### src/rtl/la_uart_pkg.sv
// Shared types and LA bit positions for the LA-fed UART transmitter.
// The FSM state list includes PARITY, which is only used when LA_UART_PARITY_EN is defined.
package la_uart_pkg;

    typedef enum logic [2:0] {
        IDLE   = 3'd0,
        START  = 3'd1,
        DATA   = 3'd2,
        PARITY = 3'd3,
        STOP   = 3'd4
    } tx_state_t;

    localparam int LA_DATA_LSB  = 0;
    localparam int LA_WR_BIT    = 8;
    localparam int LA_FLUSH_BIT = 9;
    localparam int STAT_BUSY    = 5;
    localparam int STAT_OVF     = 6;
    localparam int STAT_FULL    = 7;

endpackage

### src/rtl/la_uart_fifo.sv
// Small synchronous byte FIFO with show-ahead read, so the transmitter can pop and load in one edge.
// Flush clears both pointers and the level and overrides any push or pop in the same cycle.
module la_uart_fifo
    import la_uart_pkg::*;
#(
    parameter int DEPTH = 8,
    parameter int WIDTH = 8,
    localparam int PTR_W = $clog2(DEPTH),
    localparam int LVL_W = PTR_W + 1
) (
    input  logic             clock,
    input  logic             resetb,
    input  logic             push,
    input  logic             pop,
    input  logic             flush,
    input  logic [WIDTH-1:0] wdata,
    output logic [WIDTH-1:0] rdata,
    output logic [LVL_W-1:0] level,
    output logic             full,
    output logic             empty
);

    logic [WIDTH-1:0] mem [DEPTH];
    logic [PTR_W-1:0] wr_ptr_reg;
    logic [PTR_W-1:0] rd_ptr_reg;
    logic [LVL_W-1:0] level_reg;
    logic             do_push;
    logic             do_pop;

    assign empty = (level_reg == '0);
    assign full  = (level_reg == LVL_W'(DEPTH));

    // A push into a full FIFO is still taken when a pop frees the slot in the same cycle.
    assign do_pop  = pop && !empty && !flush;
    assign do_push = push && !flush && (!full || do_pop);

    always_ff @(posedge clock or negedge resetb) begin
        if (!resetb) begin
            wr_ptr_reg <= '0;
            rd_ptr_reg <= '0;
            level_reg  <= '0;
        end else if (flush) begin
            wr_ptr_reg <= '0;
            rd_ptr_reg <= '0;
            level_reg  <= '0;
        end else begin
            if (do_push) wr_ptr_reg <= wr_ptr_reg + PTR_W'(1);
            if (do_pop)  rd_ptr_reg <= rd_ptr_reg + PTR_W'(1);
            case ({do_push, do_pop})
                2'b10:   level_reg <= level_reg + LVL_W'(1);
                2'b01:   level_reg <= level_reg - LVL_W'(1);
                default: level_reg <= level_reg;
            endcase
        end
    end

    always_ff @(posedge clock) begin
        if (do_push) mem[wr_ptr_reg] <= wdata;
    end

    assign rdata = mem[rd_ptr_reg];
    assign level = level_reg;

endmodule

### src/rtl/la_uart_tx.sv
// LA-fed UART transmitter: toggle-detected byte writes into a FIFO, serialized 8N1 on uart_tx.
// Define LA_UART_PARITY_EN to insert an even-parity bit between the data bits and the stop bit.
module la_uart_tx
    import la_uart_pkg::*;
#(
    parameter int CLK_DIV    = 4167,
    parameter int FIFO_DEPTH = 8
) (
    input  logic        clock,
    input  logic        resetb,
    input  logic [31:0] la_data_in,
    input  logic [31:0] la_oenb,
    output logic [31:0] la_data_out,
    output logic        uart_tx,
    output logic        uart_oeb
);

    localparam int          LVL_W       = $clog2(FIFO_DEPTH) + 1;
    localparam logic [15:0] BAUD_RELOAD = 16'(CLK_DIV - 1);

    logic             prev_wr_reg;
    logic             push_req;
    logic             flush_req;
    logic             fifo_push;
    logic             fifo_pop;
    logic             fifo_full;
    logic             fifo_empty;
    logic [7:0]       fifo_rdata;
    logic [LVL_W-1:0] fifo_level;
    logic             ovf_reg;
    logic             busy;
    logic             load;
    logic             bit_done;

    tx_state_t   state_reg,   state_next;
    logic [15:0] baud_reg,    baud_next;
    logic [2:0]  bit_idx_reg, bit_idx_next;
    logic [7:0]  shift_reg,   shift_next;
    logic        tx_reg,      tx_next;
`ifdef LA_UART_PARITY_EN
    logic        par_reg,     par_next;
`endif

    logic unused_la;
    assign unused_la = ^{la_data_in[31:10], la_oenb[31:10], la_oenb[7:0]};

    assign push_req  = !la_oenb[LA_WR_BIT] && (la_data_in[LA_WR_BIT] != prev_wr_reg);
    assign flush_req = !la_oenb[LA_FLUSH_BIT] && la_data_in[LA_FLUSH_BIT];
    assign fifo_push = push_req && !flush_req;

    always_ff @(posedge clock or negedge resetb) begin
        if (!resetb) begin
            prev_wr_reg <= 1'b0;
            ovf_reg     <= 1'b0;
        end else begin
            prev_wr_reg <= la_data_in[LA_WR_BIT];
            if (flush_req)
                ovf_reg <= 1'b0;
            else if (fifo_push && fifo_full && !fifo_pop)
                ovf_reg <= 1'b1;
        end
    end

    la_uart_fifo #(
        .DEPTH (FIFO_DEPTH),
        .WIDTH (8)
    ) u_fifo (
        .clock  (clock),
        .resetb (resetb),
        .push   (fifo_push),
        .pop    (fifo_pop),
        .flush  (flush_req),
        .wdata  (la_data_in[LA_DATA_LSB +: 8]),
        .rdata  (fifo_rdata),
        .level  (fifo_level),
        .full   (fifo_full),
        .empty  (fifo_empty)
    );

    always_ff @(posedge clock or negedge resetb) begin
        if (!resetb) begin
            state_reg   <= IDLE;
            baud_reg    <= '0;
            bit_idx_reg <= '0;
            shift_reg   <= '0;
            tx_reg      <= 1'b1;
`ifdef LA_UART_PARITY_EN
            par_reg     <= 1'b0;
`endif
        end else begin
            state_reg   <= state_next;
            baud_reg    <= baud_next;
            bit_idx_reg <= bit_idx_next;
            shift_reg   <= shift_next;
            tx_reg      <= tx_next;
`ifdef LA_UART_PARITY_EN
            par_reg     <= par_next;
`endif
        end
    end

    always_comb begin
        state_next   = state_reg;
        baud_next    = baud_reg;
        bit_idx_next = bit_idx_reg;
        shift_next   = shift_reg;
        tx_next      = tx_reg;
`ifdef LA_UART_PARITY_EN
        par_next     = par_reg;
`endif
        fifo_pop     = 1'b0;
        load         = 1'b0;
        bit_done     = (baud_reg == 16'd0);

        // Every non-idle state times one bit period the same way.
        if (state_reg != IDLE)
            baud_next = bit_done ? BAUD_RELOAD : baud_reg - 16'd1;

        case (state_reg)
            IDLE: load = !fifo_empty;
            START: if (bit_done) begin
                state_next   = DATA;
                bit_idx_next = 3'd0;
                tx_next      = shift_reg[0];
            end
            DATA: if (bit_done) begin
                if (bit_idx_reg == 3'd7) begin
`ifdef LA_UART_PARITY_EN
                    state_next = PARITY;
                    tx_next    = par_reg;
`else
                    state_next = STOP;
                    tx_next    = 1'b1;
`endif
                end else begin
                    bit_idx_next = bit_idx_reg + 3'd1;
                    shift_next   = shift_reg >> 1;
                    tx_next      = shift_reg[1];
                end
            end
`ifdef LA_UART_PARITY_EN
            PARITY: if (bit_done) begin
                state_next = STOP;
                tx_next    = 1'b1;
            end
`endif
            STOP: if (bit_done) begin
                if (!fifo_empty) begin
                    load = 1'b1;
                end else begin
                    state_next = IDLE;
                    baud_next  = 16'd0;
                end
            end
            default: begin
                state_next = IDLE;
                tx_next    = 1'b1;
            end
        endcase

        // Chained from STOP as well as IDLE, so queued frames follow with no idle gap.
        if (load) begin
            fifo_pop   = 1'b1;
            shift_next = fifo_rdata;
            baud_next  = BAUD_RELOAD;
            state_next = START;
            tx_next    = 1'b0;
`ifdef LA_UART_PARITY_EN
            par_next   = ^fifo_rdata;
`endif
        end

        if (flush_req) begin
            fifo_pop     = 1'b0;
            state_next   = IDLE;
            baud_next    = 16'd0;
            bit_idx_next = 3'd0;
            tx_next      = 1'b1;
        end
    end

    assign busy = (state_reg != IDLE) || !fifo_empty;

    always_comb begin
        la_data_out            = '0;
        la_data_out[4:0]       = 5'(fifo_level);
        la_data_out[STAT_BUSY] = busy;
        la_data_out[STAT_OVF]  = ovf_reg;
        la_data_out[STAT_FULL] = fifo_full;
    end

    assign uart_tx  = tx_reg;
    assign uart_oeb = 1'b0;

endmodule

### config.mk
export PLATFORM = sky130hd
export DESIGN_NAME = la_uart_tx
export DESIGN_NICKNAME = d
export VERILOG_FILES = /design/src/rtl/la_uart_pkg.sv /design/src/rtl/la_uart_fifo.sv /design/src/rtl/la_uart_tx.sv
export SDC_FILE = /design/constraint.sdc
export NUM_CORES = 1
export LEC_CHECK = 0
export ABC_AREA = 1
export BUFFER_PORTS_ARGS = -buffer_cell sky130_fd_sc_hd__buf_4
export CAP_MARGIN = 10
export CORE_ASPECT_RATIO = 1.2
export CORE_UTILIZATION = 52
export DETAILED_ROUTE_END_ITERATION = 12
export PLACE_DENSITY = 0.75
export SYNTH_ARGS = -nofsm -noshare
export SYNTH_HDL_FRONTEND = slang
export SYNTH_HIERARCHICAL = 1
export SYNTH_SLANG_ARGS = --single-unit
### constraint.sdc
create_clock -name clock -period 4.2 [get_ports clock]
set_clock_uncertainty 0.1 [all_clocks]
set_input_delay 0.42 -clock clock [delete_from_list [all_inputs] [get_ports clock]]
set_output_delay 0.42 -clock clock [all_outputs]
set_load 0.005 [all_outputs]
; ---- Yosys cells after proc, flatten, opt, wreduce, memory -nomap -nowiden
; Memories as Yosys holds them, arrays and structs flattened.
; Index checks and enable logic that the tools add are counted.
[classes]
multipliers = 0
n_div = 0
eq_ne = 19
n_reduce_logical = 33
n_bitwise = 0
n_lt_le_gt_ge = 0
n_shift = 0
n_mux = 45
add_sub_neg = 6
[ops]
columns = op, n
row1 = 16-bit 2-to-1 mux, 7
row2 = 3-bit 2-to-1 mux, 15
row3 = 8-bit 2-to-1 mux, 4
row4 = 4-bit by 3-bit != test with 1-bit output (second input constant), 5
row5 = 16-bit zero test, 1
row6 = 16-bit by 1-bit subtractor with 16-bit output (second input constant), 1
row7 = 1-bit 2-to-1 mux, 13
row8 = 3-bit by 2-bit != test with 1-bit output (second input constant), 4
row9 = 3-bit one-hot mux with 4 select lines, 1
row10 = 2-bit nonzero test, 5
row11 = 3-bit by 1-bit adder with 3-bit output (second input constant), 3
row12 = 1-bit logical AND, 9
row13 = 3-bit nonzero test, 3
row14 = 4-bit one-hot mux with 2 select lines, 1
row15 = 3-bit == test (second input constant), 2
row16 = 1-bit zero test, 6
row17 = 3-bit one-hot mux with 2 select lines, 1
row18 = 3-bit AND reduction, 2
row19 = 6-bit AND reduction, 1
row20 = 4-bit by 1-bit adder with 4-bit output (second input constant), 1
row21 = 4-bit == test (second input constant), 1
row22 = 4-bit zero test, 1
row23 = 4-bit 2-to-1 mux, 1
row24 = 4-bit AND reduction, 1
row25 = 13 further kinds, 14
[word_totals]
ramBits = 64
regBits = 43
mem_count = 1
romBits = 0
latch_bits = 0
output_inout_bits = 34
input_bits = 66
word_cells = 114
[memory_table]
columns = name, depth, width, rd, rd_ports_with_merged_regs, wr, line
row1 = u_fifo.mem, 8, 8, 1, 0, 1, la_uart_fifo.sv:23  ; logic [WIDTH-1:0] mem [DEPTH];

; ---- Depth between registers and ports, before layout
[logic_depth]
depth_word = 13
mapped_depth = 19
depth_no_buf = 19

; ---- Hierarchy
; The synthesis kept the hierarchy.
[modules_own_cells]
columns = module, seq_area_each_um2, n_inst, cells_each, area_per_inst_um2
row1 = la_uart_fifo, 2172.1, 1, 268, 3215.6
row2 = la_uart_tx, 827.0, 1, 271, 2219.6

; ---- Worst setup path after synthesis
; No wires, ideal clock.
[synth_timing]
path_kind = reg-to-reg
start = reg baud_reg[0]
end = reg u_fifo.level_reg[3], in the netlist u_fifo/level[3]
path_buffers = 0
setup_slack_ns = 1.588
synth_period_minus_slack_ns = 2.612
arrival_ns = 2.395
setup_time_ns = 0.117
path_stages_with_launch = 20
required_time_ns = 3.983
cell_sequence = dfrtp_1 inv_1 ha_1 nand2_2 nor2_4 nand2_4 nand2_4 nand3_1 inv_1 nand3_4 nor2_4 ha_1 a21oi_1 nand2_1 nand2_1 nand2_1 nand2_1 nand2_1 nand2_1 nand2_1
[synth_between]
elab_chain_len = 12
word_cells_on_any_way = 14
cone_classes = 2 x eq/ne / 6 x mux / 6 x reduce/logical
[synth_lines]
columns = item, line
row1 = "start, declared", la_uart_tx.sv:36  ; logic [15:0] baud_reg, baud_next;
row2 = "start signal, assigned", la_uart_tx.sv:92  ; baud_reg <= baud_next;
row3 = 16-bit zero test *, la_uart_tx.sv:113  ; bit_done = (baud_reg == 16'd0);
row4 = 1-bit 2-to-1 mux *, la_uart_tx.sv:147  ; STOP: if (bit_done) begin
row5 = 1-bit one-hot mux with 2 select lines *, la_uart_tx.sv:119  ; case (state_reg)
row6 = 1-bit 2-to-1 mux *, la_uart_tx.sv:162  ; if (load) begin
row7 = 1-bit 2-to-1 mux *, la_uart_tx.sv:173  ; if (flush_req) begin
row8 = named net fifo_pop, la_uart_tx.sv:25  ; logic fifo_pop;
row9 = 1-bit logical AND * (2 in series), la_uart_fifo.sv:34  ; assign do_pop = pop && !empty && !flush;
row10 = 1-bit logical OR, la_uart_fifo.sv:35  ; assign do_push = push && !flush && (!full || do_pop);
row11 = 1-bit logical AND, la_uart_fifo.sv:35
row12 = 2-bit by 1-bit == test with 1-bit output / 2-bit == test (equally long branches), la_uart_fifo.sv:49  ; case ({do_push, do_pop})
row13 = 4-bit one-hot mux with 2 select lines, la_uart_fifo.sv:49
row14 = 4-bit 2-to-1 mux, la_uart_fifo.sv:42  ; end else if (flush) begin
row15 = "end signal, assigned", la_uart_fifo.sv:50  ; 2'b10: level_reg <= level_reg + LVL_W'(1);
row16 = "end signal, assigned", la_uart_fifo.sv:51  ; 2'b01: level_reg <= level_reg - LVL_W'(1);
row17 = "end signal, assigned", la_uart_fifo.sv:52  ; default: level_reg <= level_reg;
row18 = "end, declared", la_uart_fifo.sv:26  ; logic [LVL_W-1:0] level_reg;
; The timed path passes the listed nets; every way through them passes the cells marked *.
; A chain may end at the register's enable or synchronous reset.

; ---- Worst setup path after layout
[layout_timing]
start = reg baud_reg[0]
end = mem u_fifo.mem[1][3], enable pin
[layout_between]
elab_chain_len = 11
[layout_lines]
columns = item, line
row1 = 16-bit zero test, la_uart_tx.sv:113
row2 = 1-bit 2-to-1 mux, la_uart_tx.sv:147
row3 = 1-bit one-hot mux with 2 select lines, la_uart_tx.sv:119
row4 = 1-bit 2-to-1 mux, la_uart_tx.sv:162
row5 = 1-bit 2-to-1 mux, la_uart_tx.sv:173
row6 = named net fifo_pop, la_uart_tx.sv:25
row7 = 1-bit logical AND (2 in series), la_uart_fifo.sv:34
row8 = 1-bit logical OR, la_uart_fifo.sv:35
row9 = 1-bit logical AND, la_uart_fifo.sv:35
row10 = 1-bit 2-to-1 mux, la_uart_fifo.sv:58  ; if (do_push) mem[wr_ptr_reg] <= wdata;
row11 = 1-bit 2-to-1 mux (not written as such), la_uart_fifo.sv:58
row12 = "end, declared", la_uart_fifo.sv:23
; The timed path passes the listed nets, and every way through them passes these cells.

==> flow_metrics.env <==
export IMPL_crit_chain="inv_1 > ha_1 > nand2_2 > nor2_4 > nand2_4 > nand2_4 > nand3_1 > inv_1 > inv_1 > nand4_1 > nand2_1 > inv_2 > nand2_1 > nor2_1"
export IMPL_synth_ff_latch_count=107
export IMPL_final_setup_tns_ps=0
export IMPL_first_global_vias=3613
export IMPL_power_density_nw_per_um2=640
export IMPL_startpoint_type="register"
export IMPL_die_width_um=95.3
export IMPL_clkTransAtPathRegs_ps=70
export IMPL_syn_to_final_growth_pct=8.43
export IMPL_setup_viol=0
export IMPL_drc=0
export IMPL_synth_area_mux_share_pct=1.47
export IMPL_wl_per_cell_um=14.6
export IMPL_final_cell_mix="nand2_1, nor2_1, edfxtp_1, dfrtp_1, inv_1"
export IMPL_period_share_pct=76.7
export IMPL_synth_top_family_by_area="simple AND/OR/NAND/NOR gates"
export IMPL_worst_setup_path_end_kind="register"
export IMPL_grt_usage_pct=20.1
export IMPL_drt_pass1_iterations=5
export IMPL_final_nets=637
export IMPL_crit_type="reg2reg"
export IMPL_synth_seq_area_share_pct=55.2
export IMPL_cts_tree="yes"
export IMPL_hpwlAfterDp_mm=6.75
export IMPL_layout_commonest_cell="nand2_1"
export IMPL_n_fill_cell=826
export IMPL_critPathSlowestCell="nor2_1"
export IMPL_fmax_ghz=0.310
export IMPL_grt_pass1_wl_mm=16.7
export IMPL_crit_arrival_ps=3090
export IMPL_ys_types=43
export IMPL_drive_gt1_share_pct=18.3
export IMPL_cts_root_buf="clkbuf_16"
export IMPL_crit_buf_inv=4
export IMPL_status="finished, final reports clean"
export IMPL_cts_resized=0
export IMPL_rows=40
export IMPL_path_delay_family="simple AND/OR/NAND/NOR gates"
export IMPL_rsz0062_at_grt="false"
export IMPL_layout_min_cycle_time_ps=3220
export IMPL_start_util_pct=53.8
export IMPL_fp_coreArea_sq_um=10100
export IMPL_timing_slew_headroom_pct=30.4
export IMPL_antenna_found_initial=0
export IMPL_die_y_um=114
export IMPL_synth_warning_count=6
export IMPL_via_count=3677
export IMPL_cts_buffers=9
export IMPL_slowest_delay_ps=670
export IMPL_hp_class="in2reg"
export IMPL_multiInputGateArea_sq_um=2050
export IMPL_cp_required_ps=4070
export IMPL_synth_xor_area_share_pct=1.93
export IMPL_synth_compound_area_share_pct=7.37
export IMPL_regArea_sq_um=3000
export IMPL_syn_area_sq_um=5440
export IMPL_cts_max_level=3
export IMPL_drt_wl_total_mm=10.1
export IMPL_detail_route_antenna_nets=0
export IMPL_dieArea_sq_um=10900
export IMPL_largest_reg_flops=64
export IMPL_synthCells=539
export IMPL_clkSinkCount=107
export IMPL_viasPerCell=5.30
export IMPL_avgSynthCellArea_sq_um=10.1
export IMPL_io_buffers=21
export IMPL_synth_simple_area_share_pct=23.1
export IMPL_gr_total_overflow=0
export IMPL_io_pins=100
export IMPL_worstPathMaxFanout=8
export IMPL_p_leak_uw=0.00249
export IMPL_holdWs_ps=100
export IMPL_hold_viol_final=0
export IMPL_ir_drop_mv=0.311
export IMPL_drt_initial_drc_count=252
export IMPL_clk_insertion_delay_late_ps=340
export IMPL_grt_max_degree=44
export IMPL_tightest_slew_ps=1040
export IMPL_drv_cap=0
export IMPL_cts_setup_buffers=0
export IMPL_gp_congestion=0.840
export IMPL_synth_adder_area_share_pct=1.98
export IMPL_slew_violations=0
export IMPL_diodes=0
export IMPL_worst_path_most_repeated_cell="inv_1"
export IMPL_cts_buffer_depth=2
==> cells by family after synthesis <==
logic type | after synthesis
AND/OR/NAND/NOR | 254
flip-flops | 107
buffers and inverters | 86
AO/OA/AOI/OAI | 63
XOR/XNOR | 12
adder cells (fa/ha/maj) | 8
multiplexers | 8
other | 1
==> layout make-up <==
| cell class | instances | area share, % |
|---|---|---|
| Sequential cell | 107 | 50.9 |
| Clock buffer | 10 | 3.89 |
| Multi-Input combinational cell | 371 | 34.8 |
| Timing Repair Buffer | 30 | 3.86 |
| Inverter | 44 | 2.89 |
| Clock inverter | 6 | 1.04 |
| Tap cell | 126 | 2.68 |
==> worst paths after layout <==
kind | end | slack [ps] | from | depth (start not counted)
worst max-delay path | u_fifo/mem[1][3] | 980 | baud_reg[0] | 14
worst min-delay path | prev_wr_reg | 100 | la_data_in[8] | 1
worst max register to register | u_fifo/mem[1][3] | 980 | baud_reg[0] | 14
worst min register to register | uart_tx | 380 | uart_tx | 2
max in group asynchronous | shift_reg[4] | 3110 | resetb | 2
min in group asynchronous | baud_reg[8] | 500 | resetb | 2
==> repair_timing <==
item / in CTS / in global routing
endpoints found under the hold margin: 42 / 0
endpoints found under the setup margin: 0 / 0
hold buffers: 1 / 0
==> cell usage after synthesis (all sizes together) <==
library cell | count | area share, %
nand4 | 5 | 0.85
a31oi | 6 | 0.69
clkinv | 3 | 0.25
a21oi | 5 | 0.87
and3 | 1 | 0.12
conb | 1 | 0.069
o21ai | 32 | 2.9
edfxtp | 64 | 35
o22ai | 8 | 0.92
nor2 | 94 | 8.7
mux2i | 8 | 1.5
o32ai | 8 | 1.3
nand2 | 116 | 9.0
buf | 41 | 5.7
dfstp | 1 | 0.48
ha | 7 | 1.6
o31ai | 2 | 0.37
xnor2 | 1 | 0.16
dfrtp | 42 | 19
xor2 | 11 | 1.8
nor3 | 4 | 0.46
nand3 | 34 | 4.1
clkbuf | 1 | 0.069
inv | 41 | 2.9
o211ai | 2 | 0.28
fa | 1 | 0.37
==> through the flow <==
stage	utilization, %	power [uW]	cell area, sq um	cells	worst slack (ps)
2_1_floorplan	-	2720	5530	564	1590
3_3_place_gp	55.3	2910	5590	677	1060
3_5_place_dp	55.3	2970	5590	677	1010
4_1_cts	58.3	3790	5890	694	998
5_1_grt	58.3	4030	5890	694	764
6_report	58.3	3770	5890	694	977
==> routing by layer <==
metal	wire length (um)	GRT usage, %	vias to the layer above
met1	4240	24.5	1759
li1	-	-	1793
met4	172	9.70	0
met3	487	3.20	20
met2	5220	34.2	105
met5	0	0	-
==> where the power goes <==
group	internal [uW]	leakage [uW]	total, uW	switching, uW
clock network	416	0.000132	813	397
registers	1280	0.00113	1480	193
logic	534	0.00123	1480	949
Note: power is estimated with default switching activity, not from simulation.
